### config.mk
export PLATFORM = sky130hd
export DESIGN_NAME = control_sequencer_flat
export DESIGN_NICKNAME = d
export VERILOG_FILES = /design/src/rtl/control_sequencer_if.sv /design/src/rtl/control_sequencer.sv /design/src/flat_wrapper.sv
export SDC_FILE = /design/constraint.sdc
export NUM_CORES = 1
export LEC_CHECK = 0
export CAP_MARGIN = 40
export CORE_MARGIN = 2
export CORE_UTILIZATION = 57
export CTS_BUF_LIST = sky130_fd_sc_hd__clkbuf_4 sky130_fd_sc_hd__clkbuf_8 sky130_fd_sc_hd__clkbuf_16
export DETAILED_ROUTE_END_ITERATION = 10
export PLACE_DENSITY = 0.83
export SETUP_SLACK_MARGIN = 0.15
export SYNTH_ARGS = -nofsm -noshare
export SYNTH_HDL_FRONTEND = slang
export SYNTH_SLANG_ARGS = --single-unit
export TNS_END_PERCENT = 5
### constraint.sdc
create_clock -name clk -period 3.6 [get_ports clk]
set_input_delay 0.72 -clock clk [delete_from_list [all_inputs] [get_ports clk]]
set_output_delay 0.72 -clock clk [all_outputs]
set_load 0.05 [all_outputs]
### src/rtl/control_sequencer_if.sv
// Bundle between the multicycle control sequencer and its environment.
// The "master" side supplies the opcode and memory handshake. The "slave"
// side is the sequencer, which returns the control state and status.
//
// Handshake: mem_ready is a completion strobe sampled on each rising clk
// edge while the sequencer sits in a memory state. These states are
// INSTRUCTION_FETCH, LOAD4 and STORE4. mem_ready=1 means the access finishes
// this cycle, and the sequencer advances on that edge. mem_ready=0 means
// the sequencer holds its state and counts a stall cycle. mem_ready is
// ignored in every other state. opcode only has to be valid while state
// reads REGISTER_FETCH, because it is latched on that edge.
interface control_sequencer_if #(
  parameter int CNT_W = 16
);
  logic [5:0]       opcode;
  logic             mem_ready;
  logic [3:0]       state;
  logic             instr_done;
  logic [CNT_W-1:0] instr_count;
  logic             illegal_op;
  logic             mem_fault;

  modport master (
    output opcode, mem_ready,
    input  state, instr_done, instr_count, illegal_op, mem_fault
  );

  modport slave (
    input  opcode, mem_ready,
    output state, instr_done, instr_count, illegal_op, mem_fault
  );
endinterface

### src/rtl/control_sequencer.sv
// Multicycle control FSM. It steps each instruction through fetch, register
// fetch and its class-specific states. It stalls on memory handshakes,
// counts retired instructions and traps illegal opcodes or runaway memory
// waits into HALT.
module control_sequencer #(
  parameter int CNT_W        = 16,
  parameter int MEM_WAIT_MAX = 255
) (
  input logic                clk,
  input logic                reset,
  control_sequencer_if.slave bus
);
  // State codes are shared with ControlDecode and must not move.
  typedef enum logic [3:0] {
    S_INSTRUCTION_FETCH    = 4'd0,
    S_REGISTER_FETCH       = 4'd1,
    S_IMMEDIATE_INJECTION3 = 4'd2,
    S_ALU_R3               = 4'd3,
    S_ALU_RI3              = 4'd4,
    S_ALU4                 = 4'd5,
    S_BRANCH3              = 4'd6,
    S_MEMORY_REF3          = 4'd7,
    S_LOAD4                = 4'd8,
    S_STORE4               = 4'd9,
    S_LOAD5                = 4'd10,
    S_JUMP3                = 4'd11,
    S_HALT                 = 4'd15
  } state_t;

  // Opcode encodings.
  localparam logic [5:0] OP_ADD  = 6'h00;
  localparam logic [5:0] OP_SUB  = 6'h01;
  localparam logic [5:0] OP_AND  = 6'h02;
  localparam logic [5:0] OP_OR   = 6'h03;
  localparam logic [5:0] OP_SLT  = 6'h04;
  localparam logic [5:0] OP_ADDI = 6'h08;
  localparam logic [5:0] OP_LDI  = 6'h09;
  localparam logic [5:0] OP_LD   = 6'h10;
  localparam logic [5:0] OP_STR  = 6'h11;
  localparam logic [5:0] OP_BEQ  = 6'h18;
  localparam logic [5:0] OP_JUMP = 6'h19;

  // The wait counter only needs to reach MEM_WAIT_MAX. With no limit it
  // just wraps, which is harmless because it is never compared.
  localparam int WAIT_W = (MEM_WAIT_MAX < 1) ? 1 : $clog2(MEM_WAIT_MAX + 2);
  localparam logic [WAIT_W-1:0] WAIT_LIM = WAIT_W'(MEM_WAIT_MAX);

  state_t            cs;
  logic [5:0]        op_q;
  logic [WAIT_W-1:0] wait_cnt;
  logic              done_q;
  logic [CNT_W-1:0]  count_q;
  logic              illegal_q;
  logic              fault_q;

  logic [WAIT_W-1:0] wait_inc;
  logic              limit_hit;

  // Stall bookkeeping: this is the wait count after the current cycle if
  // memory does not complete. It also flags whether that count exhausts
  // the budget.
  always_comb begin
    wait_inc  = wait_cnt + WAIT_W'(1);
    limit_hit = (MEM_WAIT_MAX != 0) && !bus.mem_ready && (wait_inc >= WAIT_LIM);
  end

  // Control FSM with registered status outputs. A memory state that stalls
  // bumps the wait counter. Any other path clears it, either because memory
  // completed or because the state changed.
  always_ff @(posedge clk) begin
    if (reset) begin
      cs        <= S_INSTRUCTION_FETCH;
      op_q      <= '0;
      wait_cnt  <= '0;
      done_q    <= 1'b0;
      count_q   <= '0;
      illegal_q <= 1'b0;
      fault_q   <= 1'b0;
    end else begin
      done_q   <= 1'b0;
      wait_cnt <= '0;
      case (cs)
        S_INSTRUCTION_FETCH, S_LOAD4, S_STORE4: begin
          if (bus.mem_ready) begin
            case (cs)
              S_INSTRUCTION_FETCH: cs <= S_REGISTER_FETCH;
              S_LOAD4:             cs <= S_LOAD5;
              default: begin
                // A store retires directly out of STORE4.
                cs      <= S_INSTRUCTION_FETCH;
                done_q  <= 1'b1;
                count_q <= count_q + CNT_W'(1);
              end
            endcase
          end else if (limit_hit) begin
            cs      <= S_HALT;
            fault_q <= 1'b1;
          end else begin
            wait_cnt <= wait_inc;
          end
        end
        S_REGISTER_FETCH: begin
          op_q <= bus.opcode;
          case (bus.opcode)
            OP_ADD, OP_SUB, OP_AND, OP_OR, OP_SLT: cs <= S_ALU_R3;
            OP_ADDI:       cs <= S_ALU_RI3;
            OP_LDI:        cs <= S_IMMEDIATE_INJECTION3;
            OP_LD, OP_STR: cs <= S_MEMORY_REF3;
            OP_BEQ:        cs <= S_BRANCH3;
            OP_JUMP:       cs <= S_JUMP3;
            default: begin
              cs        <= S_HALT;
              illegal_q <= 1'b1;
            end
          endcase
        end
        S_ALU_R3, S_ALU_RI3: cs <= S_ALU4;
        // Only LD or STR can be latched when this state is reached.
        S_MEMORY_REF3: cs <= (op_q == OP_LD) ? S_LOAD4 : S_STORE4;
        S_ALU4, S_IMMEDIATE_INJECTION3, S_BRANCH3, S_JUMP3, S_LOAD5: begin
          cs      <= S_INSTRUCTION_FETCH;
          done_q  <= 1'b1;
          count_q <= count_q + CNT_W'(1);
        end
        // HALT and the unused codes park here until reset.
        default: cs <= S_HALT;
      endcase
    end
  end

  // Status outputs come straight from registers.
  always_comb begin
    bus.state       = cs;
    bus.instr_done  = done_q;
    bus.instr_count = count_q;
    bus.illegal_op  = illegal_q;
    bus.mem_fault   = fault_q;
  end
endmodule

### src/flat_wrapper.sv
// flat-port wrapper written by rule: the top's interface ports become plain ports
module control_sequencer_flat 
#(
  parameter int CNT_W        = 16,
  parameter int MEM_WAIT_MAX = 255
)
  (clk, reset, bus_opcode, bus_mem_ready, bus_state, bus_instr_done, bus_instr_count, bus_illegal_op, bus_mem_fault);
  control_sequencer_if #(.CNT_W(CNT_W)) bus_i ();
  input logic clk;
  input logic reset;
  input wire logic [$bits(bus_i.opcode)-1:0] bus_opcode;
  input wire logic [$bits(bus_i.mem_ready)-1:0] bus_mem_ready;
  output wire logic [$bits(bus_i.state)-1:0] bus_state;
  output wire logic [$bits(bus_i.instr_done)-1:0] bus_instr_done;
  output wire logic [$bits(bus_i.instr_count)-1:0] bus_instr_count;
  output wire logic [$bits(bus_i.illegal_op)-1:0] bus_illegal_op;
  output wire logic [$bits(bus_i.mem_fault)-1:0] bus_mem_fault;
  assign bus_i.opcode = bus_opcode;
  assign bus_i.mem_ready = bus_mem_ready;
  assign bus_state = bus_i.state;
  assign bus_instr_done = bus_i.instr_done;
  assign bus_instr_count = bus_i.instr_count;
  assign bus_illegal_op = bus_i.illegal_op;
  assign bus_mem_fault = bus_i.mem_fault;
  control_sequencer #(.CNT_W(CNT_W), .MEM_WAIT_MAX(MEM_WAIT_MAX)) u_core (.clk(clk), .reset(reset), .bus(bus_i));
endmodule
### Word level (Yosys, flattened, before mapping)

Cells that the tools add are included.

| word-level totals | value |
|---|---|
| register bits after elaboration | 38 |
| input bits | 9 |
| word-level logic and storage cells | 66 |

| cells by class | value |
|---|---|
| $add $sub $neg | 2 |
| order comparisons | 1 |
| equal/unequal tests | 25 |
| multiplexer cells | 12 |
| bitwise gates (word level) | 3 |
| reduce and logical (&&, ||, !) cells | 16 |

Operators by type and width:

| operator | number |
|---|---|
| 16-bit two-way mux | 2 |
| 16-bit case mux with 2 select lines | 1 |
| 6-bit by 5-bit equality test with 1-bit output, second input constant | 5 |
| 4-bit case mux with 6 select lines | 1 |
| 4-bit case mux with 5 select lines | 1 |
| 16-bit by 1-bit adder with 16-bit output, second input constant | 1 |
| 4-bit by 3-bit equality test with 1-bit output, second input constant | 4 |
| 4-bit equality test, second input constant | 4 |
| 6-bit by 2-bit equality test with 1-bit output, second input constant | 2 |
| 6-bit by 4-bit equality test with 1-bit output, second input constant | 2 |
| 11-bit OR reduction | 1 |
| 5-bit OR reduction | 2 |
| 9-bit by 1-bit adder with 9-bit output, second input constant | 1 |
| 9-bit by 8-bit >= comparator with 1-bit output, second input constant | 1 |
| 4-bit by 2-bit equality test with 1-bit output, second input constant | 2 |
| 4-bit two-way mux | 2 |
| 4-bit case mux with 2 select lines | 1 |
| 6-bit by 1-bit equality test with 1-bit output, second input constant | 1 |
| 6-bit by 3-bit equality test with 1-bit output, second input constant | 1 |
| 6-bit logical NOT | 1 |
| 3-bit AND reduction | 2 |
| 2-bit OR reduction | 3 |
| 4-bit by 1-bit equality test with 1-bit output, second input constant | 1 |
| 4-bit logical NOT | 1 |
| other kinds (11) | 16 |

### Depth between registers and ports, before layout

| depth | value |
|---|---|
| depth after elaboration | 6 |
| depth in mapped cells | 8 |
| depth with buffers taken out | 7 |

### Worst setup path before layout

OpenSTA, ideal clock, no wires.

| timing | value |
|---|---|
| kind | reg-to-reg |
| start point | register u_core.count_q[3] (netlist: u_core.bus.instr_count[3]) |
| end point | register u_core.count_q[13] (netlist: u_core.bus.instr_count[13]) |
| arrival | 2.043 ns |
| required time | 3.530 ns |
| setup slack | 1.487 ns |
| cell stages (with the launch flop) | 7 |
| clock period less this slack | 2.113 ns |
| path through | dfxtp_1 and4_1 buf_2 nand4_1 or4_1 or3_1 a21oi_1 |

| between the ends | value |
|---|---|
| word-level cells in the longest chain between the ends | 4 |

Ends and longest elaborated chain:

| item | RTL line | RTL |
|---|---|---|
| start: declaration | control_sequencer.sv:52 | `logic [CNT_W-1:0] count_q;` |
| start signal: assignment | control_sequencer.sv:92 | `count_q <= count_q + CNT_W'(1);` |
| start signal: assignment | control_sequencer.sv:123 | `count_q <= count_q + CNT_W'(1);` |
| 16-bit by 1-bit adder with 16-bit output * | control_sequencer.sv:92, control_sequencer.sv:123 |  |
| 16-bit two-way mux | control_sequencer.sv:85 | `case (cs)` |
| 16-bit two-way mux | control_sequencer.sv:84 | `if (bus.mem_ready) begin` |
| 16-bit case mux with 2 select lines * | control_sequencer.sv:82 | `case (cs)` |

Mark *: on every way between the ends. The rest lies on a longest branch, timed or not. The select of a mux whose other input is x is not followed.
A chain may end at the register's enable or synchronous reset.

### Final worst setup path

| timing | value |
|---|---|
| start point | register u_core.cs[2] (netlist: u_core.bus.state[2]) |
| end point | output bus_state[2] |

RTL lines:

| item | RTL line | RTL |
|---|---|---|
| start: declaration | control_sequencer.sv:48 | `state_t cs;` |
| start signal: assignment | control_sequencer.sv:119 | `S_MEMORY_REF3: cs <= (op_q == OP_LD) ? S_LOAD4 : S_STORE4;` |
| end: declaration | flat_wrapper.sv:13 | `output wire logic [$bits(bus_i.state)-1:0] bus_state;` |

No word-level cell between the ends.

==> results.py <==
metrics = {
    "clock_tree": {
        "htree_num_levels": 2,
        "cts_repair_resize_count": 0,
        "post-cts-setup-buffers": 0,
        "cts_buffer_depth": 2,
        "cts.hold.buffers_added": 0,
        "cts_buffers": 5,
        "clock-sinks": 38,
        "clkSlewWorstSetupHoldPaths_ns": 0.11,
        "clock_latency_ns": 0.34,
        "cts_root_buf": "clkbuf_4",
        "cts_tree": "yes",
    },
    "finish": {
        "utilization_pct": 71.3,
        "antenna_cells": 0,
        "drive_gt1_share_pct": 5.07,
        "nNetsFinal": 287,
        "area_growth_pct": 19.3,
    },
    "sta": {
        "max_freq_ghz": 0.382,
        "hold_ws_ns": 0.461,
        "max_slew_margin_pct": 53.2,
        "worstMarginPinSlew_ns": 0.696,
        "finalSetupViolCount": 0,
        "fin_tns_setup_ns": 0,
        "fin_skew_ns": 0.00434,
        "fin_crit_sh_pct": 72.6,
        "layout_setup_ws_ns": 0.985,
        "slew_viol_final": 0,
        "rsz0062_at_grt": "no",
        "finalHoldViolCount": 0,
        "min_period_ns": 2.62,
    },
    "critical_path": {
        "r2r_cells": 6,
        "cp_top_family": "buffers and inverters",
        "slowest_delay_ns": 0.90,
        "start_kind": "flop",
        "required_ns": 2.88,
        "crit_buf_inv": 1,
        "cp_slowest_cell": "clkdlybuf4s50_1",
        "path_class": "flop to output port",
        "rrSetupSlack_ns": 1.37,
        "crit_chain": "clkdlybuf4s50_1",
        "worstPathArrival_ns": 1.90,
        "cp.depth": 1,
        "crit_path_end_kind": "output port",
        "crit_path_max_fanout": 17,
    },
    "synthesis": {
        "synth.distinct_cells": 43,
        "ys.flop_type": "dfxtp_1",
        "postSynthAreaPerCell_sq_um": 8.01,
        "ys_seq_elements": 38,
        "synth_async_sr_flop_share_pct": 0,
        "synthesis.area_sq_um": 1990,
        "yosysSeqAreaShare_pct": 38.1,
        "yosys_warnings": 0,
        "synth_edf_count": 0,
        "synth_top_cell_by_area": "dfxtp_1",
        "yosys.area.top_type_share_pct": 38.1,
        "syn-num-nets": 261,
        "synthTopCellsByArea": "dfxtp_1, xnor2_1, a211oi_1",
        "synthCells": 249,
    },
    "floorplanning": {
        "die_h_um": 63.2,
        "die_w_um": 63.2,
        "die_area_sq_um": 3990,
        "start_util_pct": 59.8,
        "fp-row-count": 21,
        "core_sq_um": 3340,
        "boundaryPins": 32,
    },
    "grt": {
        "grt-ovfl-total": 0,
        "grtUsageTotal_pct": 23.4,
        "grt_first_pass_wirelength_um": 7420,
        "grt_max_degree": 24,
        "antenna_found_initial": 0,
        "grt_pass1_vias": 1675,
    },
    "place": {
        "dp_hpwl_um": 2930,
        "dpl_worst_slack_ns": 0.994,
        "io_buffer_count": 31,
        "place_congestion": 0.817,
    },
    "power": {
        "ir_drop_mv": 0.525,
        "cellLeakagePower_nw": 0.759,
        "power_density_nw_per_um2": 543,
    },
    "detailed_routing": {
        "post_drt_wl_per_cell_um": 12.9,
        "drt-total-wl_um": 4150,
        "avgViaCountPerCell": 5.70,
        "ant_nets": 0,
        "first_pass_iters": 4,
        "drt_iter0_markers": 102,
        "drc": 0,
        "num_vias": 1835,
    },
    "flow_run": {
        "cap_violations": 0,
    },
    "hold_path": {
        "hp-class": "flop to flop",
        "hold_depth": 2,
    },
    "outcome": {
        "outcome": "complete, no violations",
    },
}
synth_stat cells, types with 2 or more instances:
master,number
dfxtp_1,38
nand2b_1,3
a21oi_1,19
nand4_1,4
o221ai_1,2
nor3_1,10
nor3b_1,2
xor2_1,2
o22ai_1,2
or3_1,6
inv_1,10
buf_2,2
nor4b_1,2
o21a_1,2
nor2b_1,2
a211oi_1,15
o31ai_1,2
nand2_1,22
clkbuf_1,11
nand3_1,13
ha_1,3
nor2_1,26
a21o_1,4
a31oi_1,3
and3_1,2
o21ai_0,12
xnor2_1,14
layout by cell type, fill, tap and decap left out, types with 2 or more instances in the layout:
| master | count |
|---|---|
| o221ai_1 | 2 |
| nand2b_1 | 3 |
| nand4_1 | 4 |
| xor2_1 | 2 |
| o22ai_1 | 2 |
| nor2_1 | 26 |
| buf_4 | 2 |
| a21oi_1 | 19 |
| xnor2_1 | 14 |
| nor3_1 | 10 |
| dfxtp_1 | 38 |
| nand3_1 | 13 |
| o21a_1 | 2 |
| and3_1 | 2 |
| nor4b_1 | 2 |
| o21ai_0 | 12 |
| a21o_1 | 4 |
| clkbuf_4 | 6 |
| clkdlybuf4s50_1 | 31 |
| nor2b_1 | 2 |
| or3_1 | 6 |
| inv_1 | 10 |
| o31ai_1 | 2 |
| a31oi_1 | 3 |
| a211oi_1 | 15 |
| nand2_1 | 22 |
| ha_1 | 3 |
| nor3b_1 | 2 |
where the power goes:
part / internal [mW] / switching [mW]
clock network: 0.102 / 0.140
registers: 0.473 / 0.0918
logic: 0.180 / 0.304
layer usage:
| metal | wire [um] | GRT usage, % |
|---|---|---|
| met5 | 0 | 0 |
| met4 | 47 | 8.33 |
| met3 | 140 | 6.43 |
| met2 | 2120 | 41.2 |
| met1 | 1840 | 26.9 |
cell families (layout without fill, tap and decap cells):
group           Yosys count  in the layout  synth area share [%]
compound gates           66             66                  21.9
flops                    38             38                  38.1
other cells               1              1                 0.188
xor+xnor                 16             16                  7.03
simple gates            101            101                  25.8
fa+ha+maj                 3              3                  1.88
buf+inv                  24             51                  5.02
layout make-up:
class,instances,area [sq um]
sequential,38,761
clock inverter,1,5.00
fill,303,958
inverter,10,37.5
clock buffer,7,58.8
multi-input combinational,187,1130
timing repair buffer,33,325
tap,46,57.6
path summary, 6_finish.rpt:
check	start	to
hold / removal	u_core.op_q[4]	u_core.op_q[4]
setup / recovery	u_core.bus.state[2]	bus_state[2]
hold reg to reg	u_core.op_q[4]	u_core.op_q[4]
setup reg to reg	u_core.wait_cnt[0]	u_core.bus.state[1]
sequential cells by signal, summed over array words and instances (netlist names):
register	count
u_core.bus.instr_count	16
u_core.wait_cnt	9
u_core.op_q	6
u_core.bus.state	4
u_core.bus.illegal_op	1
u_core.bus.instr_done	1
u_core.bus.mem_fault	1
metrics by stage:
step           power (mW)  instance area (sq um)  cells
2_1_floorplan       0.931                   1990    249
3_3_place_gp         1.05                   2310    314
3_5_place_dp         1.06                   2310    314
4_1_cts              1.30                   2380    322
5_1_grt              1.38                   2380    322
6_report             1.29                   2380    322
No activity file was read; power rests on OpenSTA's default activity.
